File: config.mk
export PLATFORM = sky130hd
export DESIGN_NAME = ms_timer_ctrl
export DESIGN_NICKNAME = d
export VERILOG_FILES = /design/src/rtl/ms_timer_ctrl.sv
export SDC_FILE = /design/constraint.sdc
export NUM_CORES = 1
export LEC_CHECK = 0
export ABC_AREA = 1
export CAP_MARGIN = 20
export CORE_UTILIZATION = 52
export CTS_CLUSTER_DIAMETER = 150
export DETAILED_ROUTE_END_ITERATION = 10
export PLACE_DENSITY = 0.84
export SYNTH_ARGS = -nofsm -noshare
export SYNTH_HDL_FRONTEND = slang
export SYNTH_SLANG_ARGS = --single-unit
File: constraint.sdc
create_clock -name clk -period 3 [get_ports clk]
set_input_delay 0.3 -clock clk [delete_from_list [all_inputs] [get_ports clk]]
set_output_delay 0.3 -clock clk [all_outputs]
set_load 0.02 [all_outputs]
File: src/rtl/ms_timer_ctrl.sv
// Sequencing FSM for the MM:SS microwave cook timer: keypad capture, 1 s tick generation,
// start/stop/door handling, magnetron control and completion flag for the BCD counter cascade.
module ms_timer_ctrl #(
    parameter int unsigned TICK_DIV   = 100,
    parameter int unsigned DONE_TICKS = 3
) (
    input  logic        clk,
    input  logic        clear,
    input  logic        start,
    input  logic        stop,
    input  logic        door_closed,
    input  logic        keypad_valid,
    input  logic [15:0] digit_in,
    input  logic        all_zero,
    output logic        load_n,
    output logic        cnt_clear_n,
    output logic        enab,
    output logic [15:0] numero,
    output logic        magnetron_on,
    output logic        done,
    output logic [1:0]  state
);

    localparam int unsigned PW = (TICK_DIV > 1) ? $clog2(TICK_DIV) : 1;
    localparam int unsigned TW = (DONE_TICKS > 0) ? $clog2(DONE_TICKS + 1) : 1;
    localparam logic [PW-1:0] PreMax  = PW'(TICK_DIV - 1);
    localparam logic [TW-1:0] TickMax = TW'(DONE_TICKS);

    typedef enum logic [1:0] {
        StIdle  = 2'b00,
        StRun   = 2'b01,
        StPause = 2'b10,
        StDone  = 2'b11
    } state_e;

    state_e        st_q, st_d;
    logic [PW-1:0] presc_q, presc_d;
    logic [TW-1:0] tick_q, tick_d;
    logic          start_q;
    logic          load_n_q, load_n_d;
    logic          cnt_clear_n_q, cnt_clear_n_d;
    logic          enab_q, enab_d;
    logic [15:0]   numero_q, numero_d;
    logic          magnetron_q, magnetron_d;
    logic          done_q, done_d;

    logic          start_rise;
    logic          entry_ok;
    logic          presc_wrap;
    logic [PW-1:0] presc_inc;
    logic [TW-1:0] tick_inc;

    assign start_rise = start & ~start_q;
    assign entry_ok   = (digit_in[15:12] <= 4'd9) && (digit_in[11:8] <= 4'd9) &&
                        (digit_in[7:4] <= 4'd5) && (digit_in[3:0] <= 4'd9);
    assign presc_wrap = (presc_q == PreMax);
    assign presc_inc  = presc_wrap ? '0 : presc_q + PW'(1);
    assign tick_inc   = tick_q + TW'(1);

    always_ff @(posedge clk or negedge clear) begin
        if (!clear) begin
            st_q          <= StIdle;
            presc_q       <= '0;
            tick_q        <= '0;
            start_q       <= 1'b0;
            load_n_q      <= 1'b1;
            cnt_clear_n_q <= 1'b1;
            enab_q        <= 1'b0;
            numero_q      <= '0;
            magnetron_q   <= 1'b0;
            done_q        <= 1'b0;
        end else begin
            st_q          <= st_d;
            presc_q       <= presc_d;
            tick_q        <= tick_d;
            start_q       <= start;
            load_n_q      <= load_n_d;
            cnt_clear_n_q <= cnt_clear_n_d;
            enab_q        <= enab_d;
            numero_q      <= numero_d;
            magnetron_q   <= magnetron_d;
            done_q        <= done_d;
        end
    end

    always_comb begin
        st_d = st_q;
        case (st_q)
            StIdle: begin
                if (start_rise && door_closed && !all_zero && !stop) st_d = StRun;
            end
            StRun: begin
                if (all_zero)                  st_d = StDone;
                else if (stop || !door_closed) st_d = StPause;
            end
            StPause: begin
                if (stop)                             st_d = StIdle;
                else if (start_rise && door_closed)   st_d = StRun;
            end
            StDone: begin
                if (stop || !door_closed)                st_d = StIdle;
                else if (presc_wrap && tick_inc == TickMax) st_d = StIdle;
            end
            default: st_d = StIdle;
        endcase
    end

    always_comb begin
        load_n_d      = 1'b1;
        cnt_clear_n_d = 1'b1;
        enab_d        = 1'b0;
        numero_d      = numero_q;
        presc_d       = presc_q;
        tick_d        = tick_q;
        case (st_q)
            StIdle: begin
                if (keypad_valid && entry_ok) begin
                    numero_d = digit_in;
                    load_n_d = 1'b0;
                end
                if (st_d == StRun) presc_d = '0;
            end
            StRun: begin
                if (st_d == StRun) begin
                    presc_d = presc_inc;
                    enab_d  = presc_wrap && !all_zero;
                end else if (st_d == StDone) begin
                    // Restart the prescaler so done spans exactly DONE_TICKS whole ticks.
                    presc_d = '0;
                    tick_d  = '0;
                end
            end
            StPause: begin
                if (st_d == StIdle) begin
                    cnt_clear_n_d = 1'b0;
                    numero_d      = '0;
                end
            end
            StDone: begin
                presc_d = presc_inc;
                if (presc_wrap) tick_d = tick_inc;
            end
            default: ;
        endcase
        magnetron_d = (st_d == StRun);
        done_d      = (st_d == StDone);
    end

    assign load_n       = load_n_q;
    assign cnt_clear_n  = cnt_clear_n_q;
    assign enab         = enab_q;
    assign numero       = numero_q;
    assign magnetron_on = magnetron_q;
    assign done         = done_q;
    assign state        = st_q;

endmodule

## Word-level counts from Yosys, hierarchy flattened

Index checks and enable logic that the tools add are counted.

| operators by class | value |
|---|---|
| $add $sub $neg | 2 |
| $lt $le $gt $ge | 4 |
| eq/ne operators | 14 |
| mux-type cells | 26 |
| bitwise gates (word level) | 2 |
| reductions and logical operators | 21 |

Operators by type and width:

| cell | count |
|---|---|
| $mux 16 | 2 |
| $pmux 16 s2 | 1 |
| $mux 7 | 4 |
| $pmux 7 s3 | 1 |
| $mux 2 | 10 |
| $le 4x4->1 const B | 3 |
| $ne 2x2->1 const B | 6 |
| $logic_and 1x1->1 | 9 |
| $eq 2x2->1 const B | 4 |
| $pmux 2 s4 | 1 |
| $add 7x1->7 const B | 1 |
| $eq 7x7->1 const B | 1 |
| $mux 1 | 6 |
| $reduce_and 3->1 | 2 |
| $eq 2x1->1 const B | 2 |
| $le 4x3->1 const B | 1 |
| $logic_not 2->1 | 2 |
| $pmux 2 s2 | 1 |
| $reduce_and 4->1 | 1 |
| $reduce_bool 2->1 | 2 |
| $logic_not 1->1 | 3 |
| $ne 3x3->1 const B | 1 |
| $reduce_bool 3->1 | 1 |
| $add 2x1->2 const B | 1 |
| 3 further kinds | 3 |

| word-level totals | value |
|---|---|
| register bits | 33 |
| bits of input ports | 23 |

## Logic depth before layout (Yosys ltp)

| depth | value |
|---|---|
| depth after elaboration | 11 |
| gate-level depth with buffers | 11 |

## Least setup slack after synthesis

No wires, ideal clock.

| timing | value |
|---|---|
| path type | reg-to-reg |
| start point | register st_q[1], in the netlist state[1] |
| end point | register presc_q[0] |
| setup time | 125 ps |
| arrival | 1531 ps |
| required time | 2875 ps |
| slack | 1344 ps |
| cell stages (with the launch flop) | 11 |
| period minus slack after synthesis | 1656 ps |
| cell sequence | dfrtp_1 -> buf_4 -> inv_2 -> nor2_4 -> nand2_1 -> nor2_1 -> nor2_2 -> nand2_2 -> nand3_1 -> nand3_1 -> nand3_1 |

| between the ends | value |
|---|---|
| word-level cells in the longest chain between the ends | 6 |

Ends and longest elaborated chain:

| element | line | text |
|---|---|---|
| start, declared | 36 | `state_e st_q, st_d;` |
| start signal, assigned | 62 | `st_q <= StIdle;` |
| start signal, assigned | 73 | `st_q <= st_d;` |
| $mux 2, on equally long branches | 102, 94, 98 |  |
| $mux 2, on equally long branches | 101, 93, 97 |  |
| $pmux 2 s4 | 88 | `case (st_q)` |
| $eq 2x1->1 / $eq 2x2->1 (equally long branches) | 121, 124, 127 |  |
| $ne 3x3->1 (no source line), or another cell as far along | -- |  |
| $reduce_and 3->1 (no source line) / $pmux 7 s3 (equally long branches) | -- |  |
| end signal, assigned | 74 | `presc_q <= presc_d;` |
| end, declared | 37 | `logic [PW-1:0] presc_q, presc_d;` |

Several ways; a longest one is shown, not always the timed one.
A chain may end at the register's enable or synchronous reset.

## Final worst setup path

| timing | value |
|---|---|
| start point | register st_q[1], in the netlist state[1] |
| end point | register numero_q[6], in the netlist numero[6] |

| between the ends | value |
|---|---|
| word-level cells in the longest chain between the ends | 6 |

Ends and longest elaborated chain:

| element | line | text |
|---|---|---|
| $mux 2, on equally long branches | 102, 94, 98 |  |
| $mux 2, on equally long branches | 101, 93, 97 |  |
| $pmux 2 s4 | 88 |  |
| $logic_not 2->1 | 134 | `if (st_d == StIdle) begin` |
| $ne 2x2->1 (no source line) | -- |  |
| $reduce_and 3->1 (no source line) | -- |  |
| end signal, assigned | 80 | `numero_q <= numero_d;` |
| end, declared | 43 | `logic [15:0] numero_q, numero_d;` |

Several ways; a longest one is shown, not always the timed one.

==> metrics.yaml <==
die_x_um: 60.6
period_needed_ns: 2.04
layoutNonFillerInstCount: 318
via_per_inst: 5.24
yosysWarnings: 0
wl_met2_um: 1950
grt_pass1_vias: 1505
arrival_ns: 2.33
cts.reportedPaths.clkPinSlew_ns: 0.12
syn_nets: 250
ant_nets: 0
wl_um: 4200
vdd_drop_max_v: 0.000567
endpoint_kind: "register"
root_buffer: "clkbuf_4"
final_nets: 298
regArea_sq_um: 828
io_buffers: 45
met3_length_um: 359
final_core_util_pct: 75.0
finalHoldViolations: 0
top_layer_used: "met4"
multi_input_area_sq_um: 817
postCtsSetupBuffers: 0
start_util_pct: 56.6
cts_resized: 0
num_io_pins: 46
fillers: 250
maxCapViolations: 0
hp-class: "in -> async"
cts_made_buffers: 5
cts_max_level: 2
std_cell_rows: 20
powerDensity_nw_per_um2: 933
grt_pass1_wl_um: 6690
drt-met1-wl_um: 1840
hold_buffers: 0
die_area_sq_um: 3670
post-route-period-util_pct: 67.9
antenna_cells: 0
cts_tree: "yes"
relSlewSlack_pct: 65.6
syn-instance-count: 225
post-dp-hpwl_um: 3020
synth_area_leader_cell: "dfrtp_1"
fin_setup_tns_ns: 0
cp_max_fo: 17
p_leak_nw: 1.18
wl_per_cell_um: 13.2
avgSynthCellArea_sq_um: 7.94
drc_errors: 0
firstDrtPassIters: 5
drtIter0Drc: 121
fin_area_sq_um: 2370
num_vias: 1665
holdWs_ns: 0.348
rsz0062_at_grt: "no"
finalMaxSlewViolations: 0
start_kind: "register"
critPathKind: "reg -> reg"
grt_max_degree: 34
clock_skew_ns: 0.0159
antenna_found_initial: 0
cts.sinks: 33
tightestPinTransition_ns: 0.514
ys_seq_elements: 33
grt_use_total_pct: 25.2
yosysTopAreaCellShare_pct: 43.4
place_congestion: 0.870
required_ns: 3.30
setup_viol: 0
synth_cell_types: 32
fmax_mhz: 491
drive_above_1_share_pct: 10.6
core_sq_um: 3150
clk_latency_ns: 0.35
ys_seq_area_share_pct: 46.4
area_growth_syn_to_layout_pct: 32.5
status: "complete, no violations"
synthTopCellsByArea: "dfrtp_1 43%, nand3_1 12%, nand2_1 11%"
numPlacedInstances: 310
die_height_um: 60.6
post_dp_cell_area_sq_um: 2260
clockBufferDepth: 2
synth_area_sq_um: 1790
grt.overflow.total: 0
## critical path, cell delays in order (launching register included)
cell      delay, ns
dfrtp_1        0.49
nor2_1         0.25
nand2_1        0.10
a211oi_2       0.17
nand4_2        0.43
nand2_4        0.36
nand2_1        0.11
nand2_1        0.08
## through the flow
step / power [mW] / setup WS (ns)
floorplan: 1.40 / 1.34
global placement: 1.76 / 0.975
detailed placement: 1.79 / 0.945
CTS: 2.21 / 0.976
global route: 2.36 / 0.755
finish: 2.21 / 0.963
## flip-flops by register name, indices dropped and copies added (netlist names)
register      cells
enab              1
done              1
numero           16
start_q           1
load_n            1
cnt_clear_n       1
tick_q            2
presc_q           7
magnetron_on      1
state             2
## synthesized netlist by cell type, drive strengths merged
library cell	count
a21oi	2
clkbuf	1
and3	1
nand3b	1
o21ai	4
ha	2
dfstp	2
buf	4
nor2	35
dfrtp	31
nand4	4
o21bai	1
or4	1
nor3	1
xor2	3
inv	28
nand3	45
nand2	58
a211oi	1
## worst paths after layout
path,start,cells past startpoint,slack [ns],end
setup / recovery,state[1],7,0.96,numero[6]
hold / removal,clear,2,0.35,numero[0]
setup reg to reg,state[1],7,0.96,numero[6]
hold reg to reg,tick_q[0],2,0.52,tick_q[0]
max in group asynchronous,clear,2,2.33,cnt_clear_n
min in group clk,start,1,0.44,start_q
## routing by layer
| metal | up-vias | global-route usage [%] |
|---|---|---|
| met5 | - | 0 |
| met1 | 773 | 33.7 |
| met2 | 72 | 39.9 |
| li1 | 816 | - |
| met3 | 4 | 7.04 |
| met4 | 0 | 8.12 |
## layout make-up
class,count,share of cell area [%]
Clock inverter,3,2.75
Inverter,28,4.44
Sequential cell,33,35.0
Multi-Input combinational cell,159,34.5
Clock buffer,5,1.59
Tap cell,44,2.33
Timing Repair Buffer,46,19.4
## where the power goes
group	switching, mW	total [mW]	internal, mW	leakage, nW
Clock	0.163	0.421	0.258	0.0552
Combinational	0.634	1.05	0.418	0.701
Sequential	0.127	0.735	0.607	0.426
Total	0.924	2.21	1.28	1.18
## kinds of logic after synthesis
logic type                 after synthesis  share of synthesized area (%)
AOI/OAI and AO/OA                        8                           3.22
xor gates and xnor gates                 3                           1.47
adders and majority gates                2                           1.40
buffers and inverters                   33                           7.85
DFF                                     33                           46.4
and+or+nand+nor                        146                           39.7
## layout by cell type, fill, tap and decap left out, types with 2 or more instances in the layout
master | netlist | final
inv_1 | 25 | 25
clkbuf_4 | 0 | 5
nor2_4 | 2 | 2
dfrtp_1 | 31 | 31
nand2_2 | 2 | 2
nor2_1 | 31 | 31
inv_2 | 3 | 3
xor2_1 | 3 | 3
nand2_4 | 2 | 2
nand2_1 | 54 | 54
o21ai_0 | 3 | 3
nand4_1 | 3 | 3
dfstp_2 | 2 | 2
nand3_2 | 2 | 2
ha_1 | 2 | 2
clkdlybuf4s50_1 | 0 | 45
nand3_1 | 42 | 42
bufinv_16 | 0 | 2
Note: power is estimated with default switching activity, not from simulation.
